File: src/rtl/mem_port_arbiter.sv
// Round-robin arbiter that merges an instruction-fetch port and a data port onto one
// memory port with a single outstanding access. Optional feature macro: MEM_ARB_TIMEOUT_EN.
module mem_port_arbiter #(
  parameter int ADDR_W = 32,
  parameter int DATA_W = 32
) (
  input  logic              clk,
  input  logic              rst,
  input  logic              if_req_i,
  input  logic [ADDR_W-1:0] if_addr_i,
  output logic              if_gnt_o,
  output logic              if_rvalid_o,
  output logic [DATA_W-1:0] if_rdata_o,
  output logic              if_err_o,
  input  logic              d_req_i,
  input  logic              d_we_i,
  input  logic [1:0]        d_size_i,
  input  logic [ADDR_W-1:0] d_addr_i,
  input  logic [DATA_W-1:0] d_wdata_i,
  output logic              d_gnt_o,
  output logic              d_rvalid_o,
  output logic [DATA_W-1:0] d_rdata_o,
  output logic              d_err_o,
  output logic              mem_req_o,
  output logic              mem_we_o,
  output logic [3:0]        mem_be_o,
  output logic [ADDR_W-1:0] mem_addr_o,
  output logic [DATA_W-1:0] mem_wdata_o,
  input  logic              mem_gnt_i,
  input  logic              mem_rvalid_i,
  input  logic [DATA_W-1:0] mem_rdata_i
);

  typedef enum logic [1:0] {
    IDLE        = 2'd0,
    WAIT_GNT    = 2'd1,
    WAIT_RVALID = 2'd2,
    ERR_RSP     = 2'd3
  } state_e;

  localparam logic OWN_D  = 1'b0;
  localparam logic OWN_IF = 1'b1;
  localparam logic [ADDR_W-1:0] WORD_MASK = {{(ADDR_W-2){1'b1}}, 2'b00};

  function automatic logic misaligned(input logic [1:0] size, input logic [1:0] off);
    case (size)
      2'b00:   misaligned = 1'b0;
      2'b01:   misaligned = off[0];
      2'b10:   misaligned = (off != 2'b00);
      default: misaligned = 1'b1;
    endcase
  endfunction

  function automatic logic [3:0] lane_be(input logic [1:0] size, input logic [1:0] off);
    case (size)
      2'b00:   lane_be = 4'b0001 << off;
      2'b01:   lane_be = 4'b0011 << off;
      default: lane_be = 4'b1111;
    endcase
  endfunction

  function automatic logic [31:0] lane_wdata(input logic [1:0] size, input logic [31:0] wdata);
    case (size)
      2'b00:   lane_wdata = {4{wdata[7:0]}};
      2'b01:   lane_wdata = {2{wdata[15:0]}};
      default: lane_wdata = wdata;
    endcase
  endfunction

  function automatic logic [31:0] load_align(input logic [1:0] size, input logic [1:0] off,
                                             input logic [31:0] rdata);
    logic [31:0] sh;
    sh = rdata >> {off, 3'b000};
    case (size)
      2'b00:   load_align = {24'h000000, sh[7:0]};
      2'b01:   load_align = {16'h0000, sh[15:0]};
      default: load_align = sh;
    endcase
  endfunction

  state_e            state_q, state_d;
  logic              last_owner_q, last_owner_d;
  logic              owner_q, owner_d;
  logic [1:0]        size_q, size_d;
  logic [1:0]        off_q, off_d;
  logic              mem_req_q, mem_req_d;
  logic              mem_we_q, mem_we_d;
  logic [3:0]        mem_be_q, mem_be_d;
  logic [ADDR_W-1:0] mem_addr_q, mem_addr_d;
  logic [DATA_W-1:0] mem_wdata_q, mem_wdata_d;

  logic pick_d_s, pick_if_s, grant_s, d_mis_s;
  logic timeout_s, mem_rsp_s, rsp_err_s, done_s;

  // Data wins a tie only when fetch owned the previous transaction.
  assign pick_d_s  = d_req_i & (~if_req_i | (last_owner_q == OWN_IF));
  assign pick_if_s = if_req_i & ~pick_d_s;
  assign grant_s   = (state_q == IDLE) & (if_req_i | d_req_i);
  assign d_mis_s   = misaligned(d_size_i, d_addr_i[1:0]);
  assign if_gnt_o  = grant_s & pick_if_s;
  assign d_gnt_o   = grant_s & pick_d_s;

`ifdef MEM_ARB_TIMEOUT_EN
  logic [7:0] cnt_q, cnt_d;
  logic       waiting_s;

  assign waiting_s = (state_q == WAIT_GNT) | (state_q == WAIT_RVALID);
  // A real response arriving in the final cycle beats the timeout.
  assign timeout_s = waiting_s & (cnt_q == 8'hFF) & ~((state_q == WAIT_RVALID) & mem_rvalid_i);

  // Wait-cycle counter: cleared at grant, advances while the access is in flight.
  always_comb begin
    cnt_d = cnt_q;
    if (grant_s) begin
      cnt_d = 8'h00;
    end else if (waiting_s) begin
      cnt_d = cnt_q + 8'h01;
    end else begin
      cnt_d = cnt_q;
    end
  end

  // Wait-cycle counter register.
  always_ff @(posedge clk) begin
    if (rst) cnt_q <= 8'h00;
    else     cnt_q <= cnt_d;
  end
`else
  assign timeout_s = 1'b0;
`endif

  assign mem_rsp_s = (state_q == WAIT_RVALID) & mem_rvalid_i;
  assign rsp_err_s = (state_q == ERR_RSP) | timeout_s;
  assign done_s    = mem_rsp_s | rsp_err_s;

  assign if_rvalid_o = done_s & (owner_q == OWN_IF);
  assign d_rvalid_o  = done_s & (owner_q == OWN_D);
  assign d_err_o     = rsp_err_s & (owner_q == OWN_D);
`ifdef MEM_ARB_TIMEOUT_EN
  assign if_err_o    = rsp_err_s & (owner_q == OWN_IF);
`else
  assign if_err_o    = 1'b0;
`endif
  assign if_rdata_o  = (if_rvalid_o & ~rsp_err_s) ? mem_rdata_i : {DATA_W{1'b0}};
  assign d_rdata_o   = (d_rvalid_o & ~rsp_err_s & ~mem_we_q) ?
                       load_align(size_q, off_q, mem_rdata_i) : {DATA_W{1'b0}};

  assign mem_req_o   = mem_req_q;
  assign mem_we_o    = mem_we_q;
  assign mem_be_o    = mem_be_q;
  assign mem_addr_o  = mem_addr_q;
  assign mem_wdata_o = mem_wdata_q;

  // Next-state and latched-field logic for the transaction FSM.
  always_comb begin
    state_d      = state_q;
    last_owner_d = last_owner_q;
    owner_d      = owner_q;
    size_d       = size_q;
    off_d        = off_q;
    mem_req_d    = mem_req_q;
    mem_we_d     = mem_we_q;
    mem_be_d     = mem_be_q;
    mem_addr_d   = mem_addr_q;
    mem_wdata_d  = mem_wdata_q;
    case (state_q)
      IDLE: begin
        if (grant_s) begin
          last_owner_d = pick_if_s;
          owner_d      = pick_if_s;
          size_d       = d_size_i;
          off_d        = d_addr_i[1:0];
          if (pick_if_s) begin
            state_d    = WAIT_GNT;
            mem_req_d  = 1'b1;
            mem_we_d   = 1'b0;
            mem_be_d   = 4'b1111;
            mem_addr_d = if_addr_i & WORD_MASK;
          end else if (d_mis_s) begin
            state_d   = ERR_RSP;
            mem_req_d = 1'b0;
          end else begin
            state_d     = WAIT_GNT;
            mem_req_d   = 1'b1;
            mem_we_d    = d_we_i;
            mem_be_d    = lane_be(d_size_i, d_addr_i[1:0]);
            mem_addr_d  = d_addr_i & WORD_MASK;
            mem_wdata_d = lane_wdata(d_size_i, d_wdata_i);
          end
        end else begin
          state_d = IDLE;
        end
      end
      WAIT_GNT: begin
        if (timeout_s) begin
          state_d   = IDLE;
          mem_req_d = 1'b0;
        end else if (mem_gnt_i) begin
          state_d   = WAIT_RVALID;
          mem_req_d = 1'b0;
        end else begin
          state_d = WAIT_GNT;
        end
      end
      WAIT_RVALID: begin
        if (timeout_s | mem_rvalid_i) begin
          state_d = IDLE;
        end else begin
          state_d = WAIT_RVALID;
        end
      end
      ERR_RSP: begin
        state_d = IDLE;
      end
      default: begin
        state_d   = IDLE;
        mem_req_d = 1'b0;
      end
    endcase
  end

  // FSM and output registers.
  always_ff @(posedge clk) begin
    if (rst) begin
      state_q      <= IDLE;
      last_owner_q <= OWN_IF;
      owner_q      <= OWN_D;
      size_q       <= 2'b00;
      off_q        <= 2'b00;
      mem_req_q    <= 1'b0;
      mem_we_q     <= 1'b0;
      mem_be_q     <= 4'b0000;
      mem_addr_q   <= {ADDR_W{1'b0}};
      mem_wdata_q  <= {DATA_W{1'b0}};
    end else begin
      state_q      <= state_d;
      last_owner_q <= last_owner_d;
      owner_q      <= owner_d;
      size_q       <= size_d;
      off_q        <= off_d;
      mem_req_q    <= mem_req_d;
      mem_we_q     <= mem_we_d;
      mem_be_q     <= mem_be_d;
      mem_addr_q   <= mem_addr_d;
      mem_wdata_q  <= mem_wdata_d;
    end
  end

endmodule

File: config.mk
export PLATFORM = sky130hd
export DESIGN_NAME = mem_port_arbiter
export DESIGN_NICKNAME = d
export VERILOG_FILES = /design/src/rtl/mem_port_arbiter.sv
export SDC_FILE = /design/constraint.sdc
export NUM_CORES = 1
export LEC_CHECK = 0
export CAP_MARGIN = 20
export CORE_MARGIN = 2
export CORE_UTILIZATION = 41
export DETAILED_ROUTE_END_ITERATION = 8
export PLACE_DENSITY = 0.87
export SYNTH_ARGS = -nofsm -noshare
export SYNTH_HDL_FRONTEND = slang
export SYNTH_SLANG_ARGS = --single-unit
File: constraint.sdc
create_clock -name clk -period 2.2 [get_ports clk]
set_input_delay 0.33 -clock clk [delete_from_list [all_inputs] [get_ports clk]]
set_output_delay 0.33 -clock clk [all_outputs]
set_load 0.01 [all_outputs]
======== Word-level counts from Yosys, hierarchy flattened ========
Cells that the tools add are included.
storage, ports and cells
  output and inout port bits .............. 140
  RAM bits ................................ 0
  flip-flop bits (word level) ............. 78
  bits in latches ......................... 0
  memories kept ........................... 0
  memory bits (read-only) ................. 0
cells by class
  mux-type cells .......................... 23
  magnitude comparators ................... 0
  reductions and logical operators ........ 9
  bitwise gates (word level) .............. 22
  divide/modulo/power cells ............... 0
  $mul .................................... 0
  shift operators ......................... 3
  add/subtract/negate cells ............... 0
  equality and inequality tests ........... 9
operators with widths
  kind                   count
  $mux W32               4
  $pmux W32 S2           2
  $shr A32 B5 Y32        1
  $and A1 B1 Y1          12
  $mux W2                5
  $mux W4                2
  $pmux W2 S4            1
  $pmux W4 S2            1
  $not A1 Y1             7
  $eq A2 B1 Y1 const B   3
  $eq A2 B2 Y1 const B   3
  $logic_not A2 Y1       3
  $mux W1                6
  $ne A2 B2 Y1 const B   3
  $reduce_and A3 Y1      2
  $reduce_and A4 Y1      1
  $reduce_bool A2 Y1     2
  $shl A1 B2 Y4 const A  1
  $shl A2 B2 Y4 const A  1
  $or A1 B1 Y1           3
  $pmux W1 S3            1
  $pmux W1 S2            1
  $reduce_and A2 Y1      1

======== Logic depth before layout (Yosys ltp) ========
Gate-level depths: netlist (run 1).
  word-level depth ........................ 8
  mapped depth ............................ 7

======== Worst setup path before layout (run 1) ========
No wires, ideal clock.
  path type ............................... register -> output
  start point ............................. register mem_we_q (netlist: mem_we_o)
  end point ............................... output d_rdata_o[24]
  arrival time ............................ 1,354 ps
  required time ........................... 1,870 ps
  path slack .............................. 516 ps
  buffers on the path ..................... 0
  cell stages (with the launch flop) ...... 5
  cells stage by stage .................... dfxtp_1 -> nor4b_2 -> nand4b_2 -> nor2_2 -> and2_1
between the ends
  cells in the longest elaborated chain, start to end .. 3
ends and longest elaborated chain
  element                 line  source
  from (decl)             87    logic mem_we_q, mem_we_d;
  from (signal assigned)  242   mem_we_q <= mem_we_d;
  $not A1 Y1              145   assign d_rdata_o = (d_rvalid_o & ~rsp_err_s & ~mem_we_q) ?
  $and A1 B1 Y1           145
  $mux W32                145
  to (decl)               22    output logic [DATA_W-1:0] d_rdata_o,
Every way passes these cells.

======== Worst setup path in the final report (run 1) ========
  start point ............................. register off_q[1]
  end point ............................... output d_rdata_o[8]
between the ends
  cells in the longest elaborated chain, start to end .. 3
ends and longest elaborated chain
  element                 line  source
  from (decl)             85    logic [1:0] off_q, off_d;
  from (signal assigned)  229   off_q <= 2'b00;
  from (signal assigned)  240   off_q <= off_d;
  $shr A32 B5 Y32         73    sh = rdata >> {off, 3'b000};
  $pmux W32 S2            74    case (size)
  $mux W32                145
Every way passes these cells.

==> flow_summary.ini, run 1 <==
[drt]
drt_iter0_markers = 406
dr.pass1.iters = 5
drc = 0
drtAntennaViolNets = 0
vias = 5398
vias_per_cell = 5.46
wl_microns = 17400
wire_per_inst_microns = 17.6

[yosys]
syn-cell-area_sq_um = 4670
postSynthCellCount = 558
yosysTopAreaCell = dfxtp_1
async_flop_share = 0
synthFlopType = dfxtp_1
synth_top_area_share = 0.326
synth.area.top_cells = dfxtp_1 (33%), a311oi_2 (10%), mux2i_1 (8.8%), a21oi_1 (7.5%), nand2_1 (6.4%)
ys_seq_area_frac = 0.326
synth_seq_cells = 76
synth_cell_types = 47
synth_warnings = 0
synth_edf_count = 0
syn_avg_cell_area_sq_um = 8.37

[timing]
fin_setup_tns_ns = 0
rsz0062_at_grt = true
slew_violations = 0
finalCritPeriodShare = 0.969
skew_ns = 0.0106
layout_min_cycle_time_ns = 2.13
max_freq_mhz = 469
hold_viol_final = 0
max_slew_margin = 0.533
tightest_slew_ns = 0.701
setup_violations = 0

[clocking]
insertion_delay_ns = 0.33
clock_path_buffers = 2
cts_sinks = 76
postCtsHoldBufs = 0
htreeDepth = 3
cts_tree = built
cts.reportedPaths.clkPinSlew_ns = 0.06
cts_buffers = 9
clockRootBuffer = clkbuf_16

[finish]
layout-drive-gt1-share = 0.183
mostFrequentLayoutCells = clkdlybuf4s50_1 (202), nand2_1 (79), dfxtp_1 (73), a21oi_1 (70), dlygate4sd2_1 (54)
final_cells = 988
area_delta_synth_final_pct = 72.2
layout_commonest_cell = clkdlybuf4s50_1
final.fill_count = 793
diodes = 0
fin_nets = 980

[min_path]
hp-class = flip-flop to flip-flop

[power]
powerDensity_nw_per_um2 = 584
switching_share = 0.322
switchingPower_mw = 1.51
clockPowerShare = 0.292
p_leak_nw = 3.32
ir_worst_vdd_uv = 479
power_frac_comb = 0.362
p_seq_frac = 0.346
intPower_mw = 3.18
total_power_mw = 4.69

[placement]
portBuffers = 271
dp_hpwl_microns = 13400
dp.cells = 970
gp_congestion = 0.914

[setup_path]
critPathLaunchType = flip-flop
slowest_delay_ns = 0.40
arrival_ns = 1.80
required_ns = 1.87
critical_path_class = flip-flop to output port
worst_setup_path_end_kind = output port
crit_fanout = 23
critPathTopFamily = buffers and inverters
crit_slowest_cell = dfxtp_2
cp_cell_sequence = buf_12 -> mux2i_1 -> nor2_1 -> a21oi_1 -> nor2_2 -> dlygate4sd2_1
path_buf_inv = 2

[floorplanning]
start_util = 0.425
fp-row-count = 38
core_area_sq_um = 11000
die_h_microns = 111
chipWidth_microns = 111
dieArea_sq_um = 12300
ios = 277

[global_routing]
track_usage = 0.274
grt_pass1_vias = 5391
grt_pass1_wl_microns = 27800
grt_max_degree = 34
antenna_found_initial = 0
grt_overflow = 0

[status]
status = completed

[flow_run]
drv_cap = 0
-- sequential cells by signal, summed over array words and instances, names as in the netlist --
signal	flops
state_q	2
mem_req_o	1
owner_q	1
off_q	2
mem_addr_o	30
last_owner_q	1
mem_we_o	1
mem_be_o	4
size_q	2
mem_wdata_o	32
-- layer usage --
metal | vias up | track usage | routed length, microns
li1 | 2554 | - | -
met1 | 2556 | 0.303 | 6630
met2 | 254 | 0.502 | 9010
met3 | 34 | 0.0678 | 1210
met4 | 0 | 0.108 | 548
met5 | - | 0 | 0
-- stage by stage --
step	util	instance area, sq um	hold slack (ns)	setup slack (ns)
3_3_place_gp	0.710	7800	0.432	-0.149
3_5_place_dp	0.710	7800	0.439	-0.218
5_1_grt	0.732	8040	0.461	-0.0122
2_1_floorplan	-	4680	0.436	0.516
6_report	0.732	8040	0.449	0.0673
4_1_cts	0.730	8020	0.446	0.00222
-- logic make-up (layout without fill, tap and decap cells) --
group                    after synthesis  in the layout  share of synthesized area
multiplexers                          41             41                     0.0879
AND/OR/NAND/NOR                      192            192                      0.199
AO/OA/AOI/OAI                        185            185                      0.307
buffers and inverters                 62            350                     0.0772
flip-flops                            76             76                      0.326
other                                  1              3                   0.000803
adder cells (fa/ha/maj)                1              1                    0.00214
-- worst reg2reg max path: stages (launching register included) --
cell,delay [ns]
dfxtp_2,0.33
buf_4,0.15
nor2_2,0.15
o21a_1,0.39
buf_4,0.26
a21oi_1,0.10
a311oi_2,0.24
-- layout make-up --
type,count,area [sq um],area share
multi-input cells,422,2860,0.356
inverters,5,18.8,0.00233
flip-flops and latches,76,1530,0.190
repair buffers,329,3180,0.396
clock buffers,10,229,0.0285
well taps,140,175,0.0218
clock inverters,6,47.5,0.00591
-- synthesized netlist by cell type, types with 3 or more instances --
cell	number
nor2b_1	10
nand3_1	17
inv_1	4
and2_1	40
nand2_1	80
buf_4	9
clkbuf_1	23
a211oi_1	33
mux2i_1	41
buf_1	3
nor2_1	33
o21ai_0	26
dfxtp_1	76
buf_2	14
buf_6	5
a311oi_2	31
a21oi_2	10
a21oi_1	70
-- power by group through the flow --
| stage | Clock, mW | Sequential, mW | Combinational, mW |
|---|---|---|---|
| global route | 1.44 | 1.64 | 1.82 |
| finish | 1.37 | 1.62 | 1.70 |
| global placement | 0 | 1.64 | 1.64 |
| floorplan | 0 | 1.70 | 0.786 |
| CTS | 1.39 | 1.62 | 1.69 |
| detailed placement | 0 | 1.65 | 1.68 |
-- final timing paths --
check               from        endpoint  slack [ns]  depth (start not counted)
max             off_q[1]    d_rdata_o[8]        0.07                          6
min          mem_be_o[1]     mem_be_o[1]        0.45                          2
max reg2reg   state_q[0]  mem_addr_o[14]        0.48                          6
min reg2reg  mem_be_o[1]     mem_be_o[1]        0.45                          2
-- what timing repair did --
| item | in CTS | in global routing |
|---|---|---|
| resized for setup | 97 | 19 |
| cloned | 0 | 0 |
| setup endpoints to repair | 67 | 23 |
| setup buffers | 2 | 0 |
| pin swaps | 1 | 3 |
Power figures use the tool's default switching activity.
==> run 2, diff against run 1 <==
--- a/config.mk
+++ b/config.mk
@@ -7,7 +7,7 @@
 export LEC_CHECK = 0
 export CAP_MARGIN = 20
 export CORE_MARGIN = 2
-export CORE_UTILIZATION = 41
+export CORE_UTILIZATION = 35
 export DETAILED_ROUTE_END_ITERATION = 8
 export PLACE_DENSITY = 0.87
 export SYNTH_ARGS = -nofsm -noshare
==> constraint.sdc (replaced) <==
create_clock -name clk -period 1.72 [get_ports clk]
set_input_delay 0.258 -clock clk [delete_from_list [all_inputs] [get_ports clk]]
set_output_delay 0.258 -clock clk [all_outputs]
set_load 0.01 [all_outputs]
==> run 2 against run 1 <==
  * The run now ends with setup timing left
  * Utilization shrank 4.9 points
  * Critical endpoint is now d_rdata_o[31]
  * Worst setup slack got worse by 0.43 ns
  * Hold slack got worse by 0.15 ns
==> flow_summary.ini, run 2 (synthesis gave the netlist of run 1 again) <==
[clocking]
insertion_delay_ns = 0.34
cts_sinks = 76
htreeDepth = 3
cts_tree = built
clock_path_buffers = 2
cts_buffers = 9
clockRootBuffer = clkbuf_16
cts.reportedPaths.clkPinSlew_ns = 0.06

[drt]
drtAntennaViolNets = 0
drt_iter0_markers = 365
dr.pass1.iters = 5
drc = 0
wl_microns = 19900
vias = 5655
wire_per_inst_microns = 18.7
vias_per_cell = 5.30

[min_path]
hold_path_depth = 2
hp-start = rst
hold_end = state_q[1]
hp-class = input pin to flip-flop

[power]
p_leak_nw = 3.62
total_power_mw = 6.55
ir_worst_vdd_uv = 458
powerDensity_nw_per_um2 = 730

[status]
violations = setup timing
status = complete, but fails checks

[timing]
layout_min_cycle_time_ns = 2.08
finalCritPeriodShare = 1.21
fin_setup_tns_ns = -18.34
setup_ws_ns = -0.359
skew_ns = 0.00654
setup_violations = 98
hold_viol_final = 0
rsz0062_at_grt = true
max_freq_mhz = 481
slew_violations = 0

[setup_path]
reg2reg_to = mem_addr_o[31]
rrSetupSlack_ns = -0.11
r2r_cells = 11
r2r-start = state_q[0]
arrival_ns = 1.82
critical_path_class = flip-flop to output port
critPathLaunchType = flip-flop
worst_setup_path_end_kind = output port
required_ns = 1.46
crit_fanout = 6

[placement]
portBuffers = 271
dpl-instance-area_sq_um = 7980
dp_hpwl_microns = 12900
gp_congestion = 0.897
place_ws_ns = -0.557
dp.cells = 1020

[finish]
design_area_sq_um = 8970
area_delta_synth_final_pct = 92.1
largest_reg_flops = 32
fin_nets = 1021
mostFrequentLayoutCells = clkdlybuf4s50_1 (199), nand2_1 (78), dfxtp_1 (72), a21oi_1 (66), buf_6 (60)
final_cells = 1066
layout_commonest_cell = clkdlybuf4s50_1
layout-drive-gt1-share = 0.354

[floorplanning]
start_util = 0.355
die_h_microns = 120
fp-row-count = 42
core_area_sq_um = 13100
chipWidth_microns = 120
dieArea_sq_um = 14300
ios = 277

[global_routing]
grt_max_degree = 34
track_usage = 0.244
grt_pass1_vias = 5234
grt_pass1_wl_microns = 27800
antenna_found_initial = 1
grt_overflow = 0

[flow_run]
drv_cap = 0
-- run 2: metal layers --
| metal | global-route usage | wire (microns) | vias up |
|---|---|---|---|
| li1 | - | - | 2655 |
| met5 | 0 | 0 | - |
| met2 | 0.431 | 10200 | 276 |
| met1 | 0.275 | 7320 | 2666 |
| met3 | 0.0675 | 1560 | 58 |
| met4 | 0.103 | 805 | 0 |
-- run 2: where the power goes --
group	total [mW]	leakage, nW	internal, mW	switching (mW)
Clock	1.84	0.142	1.06	0.784
Sequential	2.08	0.627	1.96	0.119
Combinational	2.63	2.85	1.42	1.21
-- run 2: area by class of cell --
cell class | count | area (sq um)
Fill cell | 960 | 4170
Multi-Input combinational cell | 422 | 3120
Inverter | 5 | 23.8
Clock inverter | 5 | 35.0
Clock buffer | 11 | 253
Sequential cell | 76 | 1530
Antenna cell | 1 | 2.50
Tap cell | 176 | 220
Timing Repair Buffer | 370 | 3780
-- run 2: how the worst max path moves through the flow --
stage,slack [ns],from,depth (start not counted),end
after floorplan,0.11,mem_we_o,4,d_rdata_o[24]
after global placement,-0.54,mem_rvalid_i,4,d_rdata_o[0]
after detailed placement,-0.56,mem_rvalid_i,6,if_rdata_o[25]
after CTS,-0.34,state_q[0],9,if_rdata_o[4]
after global routing,-0.43,owner_q,7,d_rdata_o[31]
final,-0.36,owner_q,7,d_rdata_o[31]
-- run 2: timing repair --
| item | 4_1_cts | 5_1_grt |
|---|---|---|
| hold buffers | 0 | 0 |
| endpoints found under the setup margin | 84 | 113 |
| resized for setup | 332 | 116 |
| endpoints found under the hold margin | 0 | 0 |
| buffers inserted | 15 | 10 |
| pin swaps | 41 | 33 |
| cloned | 2 | 10 |
-- run 2: stage by stage --
stage | util | hold WS [ns]
CTS | 0.636 | 0.284
global route | 0.683 | 0.299
floorplan | - | 0.394
detailed placement | 0.607 | 0.436
finish | 0.683 | 0.297
global placement | 0.607 | 0.431
-- run 2: worst max-delay path: stages (launching register included) --
cell and delay [ns]:
dfxtp_4 0.36, nor4b_4 0.32, nand4b_2 0.17, nor2_2 0.15
buf_6 0.14, buf_6 0.11, and2_4 0.14, buf_6 0.09
